$ cat config.mk
export PLATFORM = sky130hd
export DESIGN_NAME = deserializer_rx
export DESIGN_NICKNAME = d
export VERILOG_FILES = /design/src/rtl/deserializer_rx.sv
export SDC_FILE = /design/constraint.sdc
export NUM_CORES = 1
export LEC_CHECK = 0
export CAP_MARGIN = 25
export CORE_UTILIZATION = 30
export CTS_CLUSTER_DIAMETER = 80
export DETAILED_ROUTE_END_ITERATION = 10
export PLACE_DENSITY_LB_ADDON = 0.1
export SETUP_SLACK_MARGIN = 0.1
export SLEW_MARGIN = 20
export SYNTH_ARGS = -nofsm -noshare
export SYNTH_HDL_FRONTEND = slang
export SYNTH_SLANG_ARGS = --single-unit
$ cat constraint.sdc
create_clock -name clk -period 2.1 [get_ports clk]
set_input_delay 0.21 -clock clk [delete_from_list [all_inputs] [get_ports clk]]
set_output_delay 0.21 -clock clk [all_outputs]
set_load 0.05 [all_outputs]
$ cat src/rtl/deserializer_rx.sv
// Serial-to-parallel receiver for the 16-bit link: hunts for the sync word to
// find word alignment, then delivers MSB-first words through a one-entry holding register.
module deserializer_rx #(
   parameter int                 WIDTH     = 16,
   parameter logic [WIDTH-1:0]   SYNC_WORD = 16'hBC5A,
   parameter int                 CNT_W     = 16
) (
   input  logic              clk,
   input  logic              reset_n,
   input  logic              sdata,
   input  logic              bit_en,
   input  logic              rx_resync,
   input  logic              pready,
   input  logic              ovf_clr,
   output logic [WIDTH-1:0]  pdata,
   output logic              pvalid,
   output logic              locked,
   output logic              overflow,
   output logic [CNT_W-1:0]  word_count
);

   localparam int BW = $clog2(WIDTH);

   typedef enum logic {HUNT, LOCKED} state_t;

   state_t            state;
   logic [WIDTH-1:0]  sr;
   logic [BW-1:0]     bit_cnt;
   logic [WIDTH-1:0]  win;
   logic              word_done;
   logic              is_sync;
   logic              can_load;

   // Window includes the bit arriving this cycle so matches and words land on the sampling edge.
   assign win       = {sr[WIDTH-2:0], sdata};
   assign is_sync   = (win == SYNC_WORD);
   assign word_done = bit_en && (state == LOCKED) && (bit_cnt == BW'(WIDTH-1));
   assign can_load  = !pvalid || pready;

   always_ff @(posedge clk or negedge reset_n) begin
      if (!reset_n) begin
         state      <= HUNT;
         sr         <= '0;
         bit_cnt    <= '0;
         pdata      <= '0;
         pvalid     <= 1'b0;
         locked     <= 1'b0;
         overflow   <= 1'b0;
         word_count <= '0;
      end else begin
         if (bit_en)
            sr <= win;

         // Defaults: a completed handshake empties the holder, ovf_clr clears;
         // a new word or a drop below overrides these.
         if (pvalid && pready)
            pvalid <= 1'b0;
         if (ovf_clr)
            overflow <= 1'b0;

         if (rx_resync) begin
            state   <= HUNT;
            bit_cnt <= '0;
            locked  <= 1'b0;
         end else if (bit_en) begin
            case (state)
               HUNT: begin
                  if (is_sync) begin
                     state   <= LOCKED;
                     bit_cnt <= '0;
                     locked  <= 1'b1;
                  end
               end
               LOCKED: begin
                  if (word_done) begin
                     bit_cnt <= '0;
                     if (!is_sync) begin
                        if (can_load) begin
                           pdata      <= win;
                           pvalid     <= 1'b1;
                           word_count <= word_count + 1'b1;
                        end else begin
                           overflow <= 1'b1;
                        end
                     end
                  end else begin
                     bit_cnt <= bit_cnt + 1'b1;
                  end
               end
               default: begin
                  state   <= HUNT;
                  bit_cnt <= '0;
                  locked  <= 1'b0;
               end
            endcase
         end
      end
   end

endmodule

---- Yosys cells after proc, flatten, opt, wreduce, memory -nomap -nowiden ----
Index checks and enable logic that the tools add are counted.
storage, ports and cells
  flip-flop bits (word level) ............. 55
  latch bits .............................. 0
  RAM bits ................................ 0
  ROM bits ................................ 0
  bits of input ports ..................... 7
  output and inout port bits .............. 35
  logic and storage cells ................. 54
  memories ................................ 0
cells by class
  add/subtract/negate cells ............... 2
  $mul .................................... 0
  divide/modulo/power cells ............... 0
  $lt $le $gt $ge ......................... 0
  eq/ne operators ......................... 4
  shift-type cells ........................ 0
  muxes and demuxes ....................... 27
  bitwise logic cells ..................... 3
  reductions and logical operators ........ 10
operator list
  kind                   count
  $mux 1                 22
  $add 16x1->16 const B  1
  $eq 16x16->1 const B   1
  $mux 4                 4
  $pmux 4 s2             1
  $reduce_and 6->1       1
  $add 4x1->4 const B    1
  $eq 4x4->1 const B     1
  $reduce_bool 2->1      2
  $logic_and 1x1->1      3
  $ne 3x3->1 const B     1
  $not 1->1              3
  $reduce_and 3->1       1
  $ne 2x2->1 const B     1
  $reduce_and 2->1       1
  $logic_not 1->1        1
  $logic_or 1x1->1       1

---- Longest topological paths before layout ----
Gate-level depths: netlist of the first run.
  word-level depth ........................ 8
  depth in mapped cells ................... 6
  gate-level depth less buffers ........... 5

---- Worst setup path after synthesis of the first run ----
OpenSTA, ideal clock, no wires.
  path type ............................... register -> register
  from .................................... reg pvalid
  to ...................................... reg pdata[0]
  setup time .............................. 0.125 ns
  arrival time ............................ 1.794 ns
  data required time ...................... 1.975 ns
  setup slack ............................. 0.181 ns
  stages on the path, launching flop included .. 6
  period minus slack after synthesis ...... 1.919 ns
  path through ............................ dfrtp_1 > nand2b_1 > nor4b_4 > nand2_4 > buf_6 > mux2_4
between the ends
  longest elaborated chain between the ends .. 3
ends and longest elaborated chain
  what                        RTL line  RTL
  from (decl)                 16        output logic pvalid,
  from (signal assigned)      46        pvalid <= 1'b0;
  from (signal assigned)      57        pvalid <= 1'b0;
  from (signal assigned)      80        pvalid <= 1'b1;
  $logic_not 1->1             38        assign can_load = !pvalid || pready;
  $logic_or 1x1->1            38
  $reduce_and 6->1 (no line)  -
  to (signal assigned)        79        pdata <= win;
  to (decl)                   15        output logic [WIDTH-1:0] pdata,
Every way passes these cells.
A chain may end at the register's enable or synchronous reset.

---- Worst setup path in the final report of the first run ----
  from .................................... reg bit_cnt[0]
  to ...................................... reg word_count[15]
between the ends
  longest elaborated chain between the ends .. 3
ends and longest elaborated chain
  what                        RTL line  RTL
  from (decl)                 28        logic [BW-1:0] bit_cnt;
  from (signal assigned)      87        bit_cnt <= bit_cnt + 1'b1;
  $eq 4x4->1                  37        assign word_done = bit_en && (state == LOCKED) && (bit_cnt == BW'(WIDTH-1));
  $logic_and 1x1->1           37
  $reduce_and 6->1 (no line)  -
  to (signal assigned)        81        word_count <= word_count + 1'b1;
  to (decl)                   19        output logic [CNT_W-1:0] word_count
Every way passes these cells.

==> results of run 1 <==
flip-flops by register name, indices dropped and copies added, names as in the netlist:
signal / count
locked: 1
state: 1
word_count: 16
sr: 15
overflow: 1
pvalid: 1
pdata: 16
bit_cnt: 4
power by group through the flow:
stage	Clock (µW)	Combinational, µW	Sequential, µW
2_1_floorplan	0	139	1250
5_1_grt	666	203	1300
6_report	591	187	1280
3_3_place_gp	0	187	1300
3_5_place_dp	0	192	1300
4_1_cts	629	192	1280
synth_stat cells, types with 2 or more instances:
master	instances	area share, %
sky130_fd_sc_hd__inv_1	4	0.62
sky130_fd_sc_hd__nand3_1	8	1.6
sky130_fd_sc_hd__mux2_4	9	5.6
sky130_fd_sc_hd__and4_1	2	0.72
sky130_fd_sc_hd__xnor2_1	10	3.6
sky130_fd_sc_hd__nand2b_1	3	0.77
sky130_fd_sc_hd__ha_1	2	1.0
sky130_fd_sc_hd__nor4_1	5	1.3
sky130_fd_sc_hd__nand2_1	6	0.93
sky130_fd_sc_hd__o21ai_0	6	1.2
sky130_fd_sc_hd__and3_1	3	0.77
sky130_fd_sc_hd__clkbuf_1	5	0.77
sky130_fd_sc_hd__and4bb_2	3	1.5
sky130_fd_sc_hd__dfrtp_1	55	57
sky130_fd_sc_hd__nor2_1	6	0.93
sky130_fd_sc_hd__nand4_1	6	1.5
sky130_fd_sc_hd__xor2_1	5	1.8
sky130_fd_sc_hd__mux2_2	23	11
sky130_fd_sc_hd__a21oi_1	4	0.82
sky130_fd_sc_hd__nand4b_1	2	0.72
through the flow:
stage               instance area (µm²)  instances  setup WS (ns)  utilization, %  hold WS (ns)
CTS                                3070        335          0.180            39.5        0.0519
global route                       3110        336          0.152            40.0        0.0848
detailed placement                 2980        327          0.183            38.4         0.401
floorplan                          2430        184          0.181               -       -0.0856
finish                             3110        336          0.268            40.0        0.0214
global placement                   2980        327          0.158            38.4         0.410
worst max-delay path, delay by kind of cell (launching register included):
kind	cells	cell delay [ns]
flip-flops	1	0.42
XOR/XNOR	1	0.18
adder cells (fa/ha/maj)	1	0.25
AND/OR/NAND/NOR	3	0.92
worst paths after layout:
check,cells past startpoint,endpoint,slack (ns)
worst max-delay path,5,word_count[15]$_DFFE_PN0P_,0.27
worst min register to register,1,word_count[15]$_DFFE_PN0P_,0.49
max in group asynchronous,2,bit_cnt[0]$_DFFE_PN0P_,1.60
min in group clk,2,overflow$_DFF_PN0_,0.47
worst max register to register,5,word_count[15]$_DFFE_PN0P_,0.27
worst min-delay path,2,word_count[4]$_DFFE_PN0P_,0.02
layer usage:
| metal | share of wire (%) | track usage [%] | up-vias | wire length, µm |
|---|---|---|---|---|
| met5 | 0 | 0 | - | 0 |
| met4 | 1.2 | 3.91 | 0 | 60 |
| met3 | 4.6 | 3.23 | 6 | 227 |
| met2 | 47 | 21.0 | 35 | 2340 |
| met1 | 47 | 16.0 | 807 | 2330 |
| li1 | - | - | 761 | - |
cell families after synthesis:
| group | synth area share (%) |
|---|---|
| buf+inv | 1.85 |
| xor+xnor | 5.40 |
| compound gates | 3.55 |
| flops | 56.6 |
| mux | 16.2 |
| simple gates | 15.3 |
| fa+ha+maj | 1.03 |
cell type report:
class | instances | share of cell area (%)
Sequential cell | 55 | 44.3
Timing Repair Buffer | 48 | 15.1
Multi-Input combinational cell | 119 | 33.1
Tap cell | 102 | 4.11
Inverter | 4 | 0.483
Clock buffer | 5 | 2.22
Clock inverter | 3 | 0.645
what timing repair did:
| action | in CTS | in global routing |
|---|---|---|
| buffers inserted | 0 | 1 |
| endpoints found under the setup margin | 0 | 16 |
| resized for setup | 0 | 3 |
==> impl_metrics.toml, run 1 <==
[power_and_ir_drop]
power_density_nw_per_um2 = 661
p_int_uw = 1520
power.share.combinational_pct = 9.1
p_sw_uw = 536
design_power_total_uw = 2050
p_leak_uw = 0.00139
power.ir.vdd_worst_uv = 301
switching_share_pct = 26.1
power.share.clock_pct = 28.8
sequentialPowerShare_pct = 62.1

[synth]
postSynthNetCount = 193
syn-mean-instance-area_um2 = 13.2
syn_area_um2 = 2430
syn_inst = 184
synthArstFlopShare_pct = 100
count_of_distinct_cell_types_in_the_synthesized_netlist = 37
synth_seq_cells = 55
number_of_enable_flip_flop_cells_after_synthesis = 0
yosys_most_used_dff = "sky130_fd_sc_hd__dfrtp_1"
synth_seq_area_share_pct = 56.6
synth.yosys.warnings = 0

[timing]
totalNegativeSetupSlack_ns = 0
timing.fmax_mhz = 546
final.setup_skew_ns = 0.00688
timing.final.hold_violations = 0
unrepaired_setup_endpoints_after_global_routing = "false"
finalSetupViolCount = 0
slew_headroom_pct = 52.1
max_slew.worst_pin.slew_ns = 0.719
final_period_minus_worst_setup_slack_ns = 1.83
final_max_slew_viol_count = 0
final.period_utilization_pct = 87.2

[critical_path]
critical_path.startpoint = "bit_cnt[0]$_DFFE_PN0P_"
timing.critical_path.from_type = "flop"
crit_fanout = 7
worstPathCellList = "ha_1 -> nand3_2 -> or3_4 -> nor4_1 -> xor2_1"
arrival_ns = 2.07
critPathSlowestCell = "sky130_fd_sc_hd__or3_4"
cp_data_required_time_ns = 2.34
worstSetupEndpointType = "flop"
crit-reg2reg-launch = "bit_cnt[0]$_DFFE_PN0P_"
timing.critical_path.slowest_cell_delay_ns = 0.44
critical_path_class = "flop to flop"

[clocking]
tritoncts_clock_tree = "done"
clk_transition_reported_paths_ns = 0.10
clock_tree.buffer_depth = 2
insertion_delay_ns = 0.31
clk_root_buffer_cell = "sky130_fd_sc_hd__clkbuf_8"
numCtsBuffers = 5
postCtsHoldBufs = 0
htreeDepth = 2
clock-sinks = 55

[global_routing]
grt_pass1_vias = 1617
first_pass_grt_wire_length_um = 8330
global_route.overflow_total = 0
grt_max_degree = 56
number_of_antenna_violations_at_the_first_check_in_global_routing = 0
globalRouteTotalUtil_pct = 12.6

[finish]
post_route_cells_drive_above_1_share_pct = 25.2
layout.nets = 242
multiInputGateArea_um2 = 1030
most_used_cells_in_the_layout_excluding_fill_and_tap_cells = "sky130_fd_sc_hd__dfrtp_1 (55), sky130_fd_sc_hd__clkdlybuf4s50_1 (40), sky130_fd_sc_hd__mux2_2 (23)"
area_occupied_by_registers_um2 = 1380
area_growth_pct = 27.7
fillerInstances = 769
antennaDiodeCount = 0
mostFrequentLayoutCell = "sky130_fd_sc_hd__dfrtp_1"

[detailed_routing]
via_count = 1609
route.detailed.vias_per_inst = 4.79
dr.pass1.iters = 4
avgRoutedWirePerCell_um = 14.8
dr.first_iter.drc_count = 71
ant_nets = 0
drc = 0
detail_route.wirelength_um = 4960

[floorplan]
floorplan.core_area_um2 = 7770
start_util_pct = 31.3
die_h_um = 92.0
num_rows = 32
io_pins = 42
die-width_um = 92.0
fp.dieArea_um2 = 8470

[min_path]
hold_removal_path_class = "input pin to asynchronous set/reset pin"

[run]
maxCapViolations = 0

[place]
gpl.final_weighted_congestion = 0.710
io_buffer_count = 41
dp_hpwl_um = 3350

[run_status]
outcome = "complete, no violations"
(Power assumes the default switching activity.)
==> run 2: changes to the inputs <==
==> constraint.sdc (replaced) <==
create_clock -name clk -period 2.1 [get_ports clk]
set_input_delay 0.525 -clock clk [delete_from_list [all_inputs] [get_ports clk]]
set_output_delay 0.525 -clock clk [all_outputs]
set_load 0.05 [all_outputs]
==> impl_metrics.toml, run 2 (synthesis gave the netlist of run 1 again) <==
[timing]
final.period_utilization_pct = 91.3
final.setup_skew_ns = 0.0109
max_slew.worst_pin.slew_ns = 0.537
timing.fmax_mhz = 522
totalNegativeSetupSlack_ns = 0
final_max_slew_viol_count = 0
worst_hold_slack_ns = 0.184
finalSetupViolCount = 0
slew_headroom_pct = 64.2
final_period_minus_worst_setup_slack_ns = 1.92
timing.final.hold_violations = 0
finalWorstSetupSlack_ns = 0.184
unrepaired_setup_endpoints_after_global_routing = "true"

[finish]
area_growth_pct = 28.7
final_cell_area_um2 = 3130
biggestRegsByFlops = "pdata: 16 flops, word_count: 16 flops, sr: 15 flops"
antennaDiodeCount = 0
layout.nets = 248
final_util_pct = 40.3
post_route_cells_drive_above_1_share_pct = 28.7
most_used_cells_in_the_layout_excluding_fill_and_tap_cells = "sky130_fd_sc_hd__dfrtp_1 (55), sky130_fd_sc_hd__dlygate4sd2_1 (26), sky130_fd_sc_hd__mux2_2 (23)"
fillerInstances = 781
mostFrequentLayoutCell = "sky130_fd_sc_hd__dfrtp_1"

[power_and_ir_drop]
power_density_nw_per_um2 = 674
p_int_uw = 1590
sequentialPowerShare_pct = 60.3
p_sw_uw = 519
p_leak_uw = 0.00161
switching_share_pct = 24.6
power.ir.vdd_worst_uv = 343
power.share.clock_pct = 30.6
power.share.combinational_pct = 9.2

[global_routing]
grt_use_met3_pct = 3.65
globalRouteTotalUtil_pct = 12.9
grt_util_met2_pct = 21.2
grt_pass1_vias = 1714
global_route.overflow_total = 0
gr-usage-met1_pct = 16.4
number_of_antenna_violations_at_the_first_check_in_global_routing = 0
first_pass_grt_wire_length_um = 8530
grt.busiest_layer = "met2"
grt_max_degree = 23

[floorplan]
num_rows = 32
io_pins = 42
floorplan.core_area_um2 = 7770
start_util_pct = 31.3
fp.dieArea_um2 = 8470
die_h_um = 92.0
die-width_um = 92.0

[critical_path]
critical_path.startpoint = "bit_cnt[0]$_DFFE_PN0P_"
cp_data_required_time_ns = 2.34
crit_fanout = 7
arrival_ns = 2.16
worstSetupEndpointType = "flop"
worst-r2r-cell-count = 5
critical_path_class = "flop to flop"
setup.worst_path.end = "word_count[13]$_DFFE_PN0P_"
r2r_slack_ns = 0.18
r2r-end = "word_count[13]$_DFFE_PN0P_"
crit-reg2reg-launch = "bit_cnt[0]$_DFFE_PN0P_"
timing.critical_path.from_type = "flop"

[clocking]
postCtsHoldBufs = 0
htreeDepth = 2
cts_setup_buffers = 0
numCtsBuffers = 5
clk_root_buffer_cell = "sky130_fd_sc_hd__clkbuf_8"
insertion_delay_ns = 0.31
tritoncts_clock_tree = "done"
clock-sinks = 55
clk_transition_reported_paths_ns = 0.10
clock_tree.buffer_depth = 2

[detailed_routing]
dr.pass1.iters = 4
ant_nets = 0
dr.first_iter.drc_count = 25
detail_route.wirelength_um = 4840
avgRoutedWirePerCell_um = 14.2
drc = 0
route.detailed.vias_per_inst = 4.65
via_count = 1592

[place]
postPlaceCellArea_um2 = 3050
pre_cts_ws_ns = -0.0883
dp_hpwl_um = 3500
io_buffer_count = 41
gpl.final_weighted_congestion = 0.758

[min_path]
hold_removal_path_class = "input pin to asynchronous set/reset pin"

[run_status]
outcome = "complete, no violations"

[run]
maxCapViolations = 0
==> run 2: cell count changes in the layout (fill, tap and decap cells not counted) <==
cell	before	now
sky130_fd_sc_hd__buf_12	1	3
sky130_fd_sc_hd__buf_4	6	17
sky130_fd_sc_hd__clkbuf_8	5	7
sky130_fd_sc_hd__clkdlybuf4s50_1	40	5
sky130_fd_sc_hd__clkinv_2	1	0
sky130_fd_sc_hd__clkinvlp_4	2	1
sky130_fd_sc_hd__dlygate4sd2_1	0	26
sky130_fd_sc_hd__dlymetal6s2s_1	0	2
sky130_fd_sc_hd__nor4_1	3	5
sky130_fd_sc_hd__nor4_2	2	0
sky130_fd_sc_hd__or3_1	0	1
sky130_fd_sc_hd__or3_4	1	0
==> run 2: layout make-up <==
type / count / area, µm² / share of cell area [%]
Inverter: 4 / 15.0 / 0.480
Tap cell: 102 / 128 / 4.08
Sequential cell: 55 / 1380 / 44.0
Multi-Input combinational cell: 119 / 1010 / 32.3
Clock inverter: 1 / 7.51 / 0.240
Clock buffer: 7 / 96.3 / 3.08
Timing Repair Buffer: 54 / 495 / 15.8
==> run 2: metrics by stage <==
| stage | cells | power [µW] |
|---|---|---|
| finish | 342 | 2110 |
| global route | 342 | 2220 |
| CTS | 342 | 2160 |
| detailed placement | 334 | 1490 |
| global placement | 334 | 1490 |
| floorplan | 184 | 1390 |
==> run 2: worst max-delay path: stages, from the launching register on <==
cell	delay [ns]
sky130_fd_sc_hd__dfrtp_1	0.43
sky130_fd_sc_hd__ha_1	0.25
sky130_fd_sc_hd__nand3_2	0.12
sky130_fd_sc_hd__or3_1	0.49
sky130_fd_sc_hd__nor4_1	0.39
sky130_fd_sc_hd__xor2_1	0.17
==> run 2: worst min-delay path by stage <==
stage / slack [ns] / cells past startpoint / end
floorplan: 0.23 / 0 / bit_cnt[0]$_DFFE_PN0P_
global placement: 0.49 / 1 / word_count[13]$_DFFE_PN0P_
detailed placement: 0.48 / 1 / word_count[15]$_DFFE_PN0P_
CTS: 0.19 / 1 / word_count[7]$_DFFE_PN0P_
global route: 0.22 / 1 / pdata[14]$_DFFE_PN0P_
finish: 0.18 / 1 / word_count[7]$_DFFE_PN0P_
==> run 2: power groups by stage <==
stage          sequential, µW  combinational [µW]  clock [µW]
2_1_floorplan            1250                 139           0
3_3_place_gp             1300                 194           0
3_5_place_dp             1300                 197           0
4_1_cts                  1280                 198         685
5_1_grt                  1300                 215         713
6_report                 1270                 194         644
==> run 2: repair_timing <==
action / CTS / global route
setup endpoints to repair: 26 / 7
cloned: 0 / 0
hold endpoints to repair: 0 / 0
gates resized for setup: 26 / 2
==> run 2: per-layer routing <==
metal  part of all wire (%)  up-vias
li1                       -      773
met1                     48      777
met2                     46       34
met3                    4.5        8
met4                    1.8        0
met5                      0        -
==> run 3: changes to the inputs <==
Settings changed: CORE_ASPECT_RATIO set to 0.8, SKIP_CTS_REPAIR_TIMING set to 1.
==> impl_metrics.toml, run 3 (synthesis gave the netlist of run 1 again) <==
[run_status]
outcome = "complete, no violations"

[power_and_ir_drop]
p_leak_uw = 0.00194
power.share.clock_pct = 32.5
p_int_uw = 1640
p_sw_uw = 528
power_density_nw_per_um2 = 667
sequentialPowerShare_pct = 58.7
switching_share_pct = 24.3
power.ir.vdd_worst_uv = 308
power.share.combinational_pct = 8.8
design_power_total_uw = 2170

[finish]
multiInputGateArea_um2 = 1030
area_occupied_by_registers_um2 = 1380
fillerInstances = 736
post_route_cells_drive_above_1_share_pct = 32.0
final_util_pct = 42.8
biggestRegsByFlops = "pdata: 16 flops, word_count: 16 flops, sr: 15 flops"
most_used_cells_in_the_layout_excluding_fill_and_tap_cells = "sky130_fd_sc_hd__dfrtp_1 (55), sky130_fd_sc_hd__dlymetal6s2s_1 (25), sky130_fd_sc_hd__mux2_2 (23)"
antennaDiodeCount = 0
mostFrequentLayoutCell = "sky130_fd_sc_hd__dfrtp_1"
area_growth_pct = 33.9
layout.nets = 249

[floorplan]
fp.dieArea_um2 = 8470
die-width_um = 103
io_pins = 42
die_h_um = 82.5
num_rows = 28
start_util_pct = 32.0
floorplan.core_area_um2 = 7600

[detailed_routing]
dr.pass1.iters = 4
detail_route.wirelength_um = 5060
drc = 0
via_count = 1597
route.detailed.vias_per_inst = 4.62
ant_nets = 0
dr.first_iter.drc_count = 50
avgRoutedWirePerCell_um = 14.6

[clocking]
htreeDepth = 2
clk_root_buffer_cell = "sky130_fd_sc_hd__clkbuf_8"
insertion_delay_ns = 0.30
numCtsBuffers = 5
clock-sinks = 55
clk_transition_reported_paths_ns = 0.10
tritoncts_clock_tree = "done"
clock_tree.buffer_depth = 2

[timing]
final.setup_skew_ns = 0.00716
final.period_utilization_pct = 89.4
final_period_minus_worst_setup_slack_ns = 1.88
timing.final.hold_violations = 0
timing.fmax_mhz = 532
finalSetupViolCount = 0
max_slew.worst_pin.slew_ns = 0.510
worst_hold_slack_ns = 0.202
unrepaired_setup_endpoints_after_global_routing = "true"
final_max_slew_viol_count = 0
slew_headroom_pct = 65.9

[global_routing]
grt_max_degree = 56
first_pass_grt_wire_length_um = 8140
number_of_antenna_violations_at_the_first_check_in_global_routing = 0
grt_pass1_vias = 1517
global_route.overflow_total = 0
globalRouteTotalUtil_pct = 12.9

[critical_path]
timing.critical_path.from_type = "input pin"
cp_data_required_time_ns = 2.33
worstSetupEndpointType = "flop"
crit_fanout = 6
critical_path_class = "input pin to flop"
arrival_ns = 2.11

[min_path]
hold_removal_path_class = "input pin to asynchronous set/reset pin"

[place]
dp_hpwl_um = 3490
gpl.final_weighted_congestion = 0.717
io_buffer_count = 41

[run]
maxCapViolations = 0
## run 3: routing by layer
layer,up-vias,routed length [µm],global-route usage (%)
li1,782,-,-
met1,786,2780,20.1
met2,24,2030,17.5
met3,5,199,3.11
met4,0,41,3.43
met5,-,0,0
## run 3: worst max-delay path: stages
cell,delay (ns)
sky130_fd_sc_hd__clkdlybuf4s50_1,0.50
sky130_fd_sc_hd__and4bb_2,0.26
sky130_fd_sc_hd__and4_1,0.25
sky130_fd_sc_hd__nor4_2,0.38
sky130_fd_sc_hd__xor2_1,0.18
## run 3: worst paths after layout
| check | cells after the start | slack (ns) | endpoint | start |
|---|---|---|---|---|
| worst max-delay path | 5 | 0.22 | word_count[15]$_DFFE_PN0P_ | sdata |
| worst min-delay path | 2 | 0.20 | pdata[15]$_DFFE_PN0P_ | reset_n |
| worst max register to register | 5 | 0.24 | word_count[15]$_DFFE_PN0P_ | bit_cnt[0]$_DFFE_PN0P_ |
| worst min register to register | 1 | 0.47 | word_count[15]$_DFFE_PN0P_ | word_count[15]$_DFFE_PN0P_ |
| max in group asynchronous | 2 | 1.65 | pvalid$_DFF_PN0_ | reset_n |
| min in group clk | 1 | 0.47 | word_count[15]$_DFFE_PN0P_ | word_count[15]$_DFFE_PN0P_ |
## run 3: cell type report
cell class | instances | area share [%]
clock buffer | 5 | 2.11
inverter | 4 | 0.461
timing repair buffer | 55 | 18.0
sequential | 55 | 42.3
clock inverter | 3 | 1.35
multi-input combinational | 119 | 31.8
tap | 105 | 4.04
## run 3: power groups by stage
stage          logic (µW)  clock network, µW  registers [µW]
2_1_floorplan         139                  0            1250
3_3_place_gp          192                  0            1300
3_5_place_dp          195                  0            1300
4_1_cts               196                737            1270
5_1_grt               217                765            1300
6_report              191                706            1270
## run 3: metrics by stage
stage                     TNS (ns)  setup slack [ns]  cell area [µm²]  std cells
after floorplan                  0             0.153             2430        184
after global placement       -2.25            -0.315             3060        338
after detailed placement     -2.10            -0.268             3060        338
after CTS                        0           0.00485             3170        346
after global routing             0            0.0741             3250        346
final                            0             0.222             3250        346
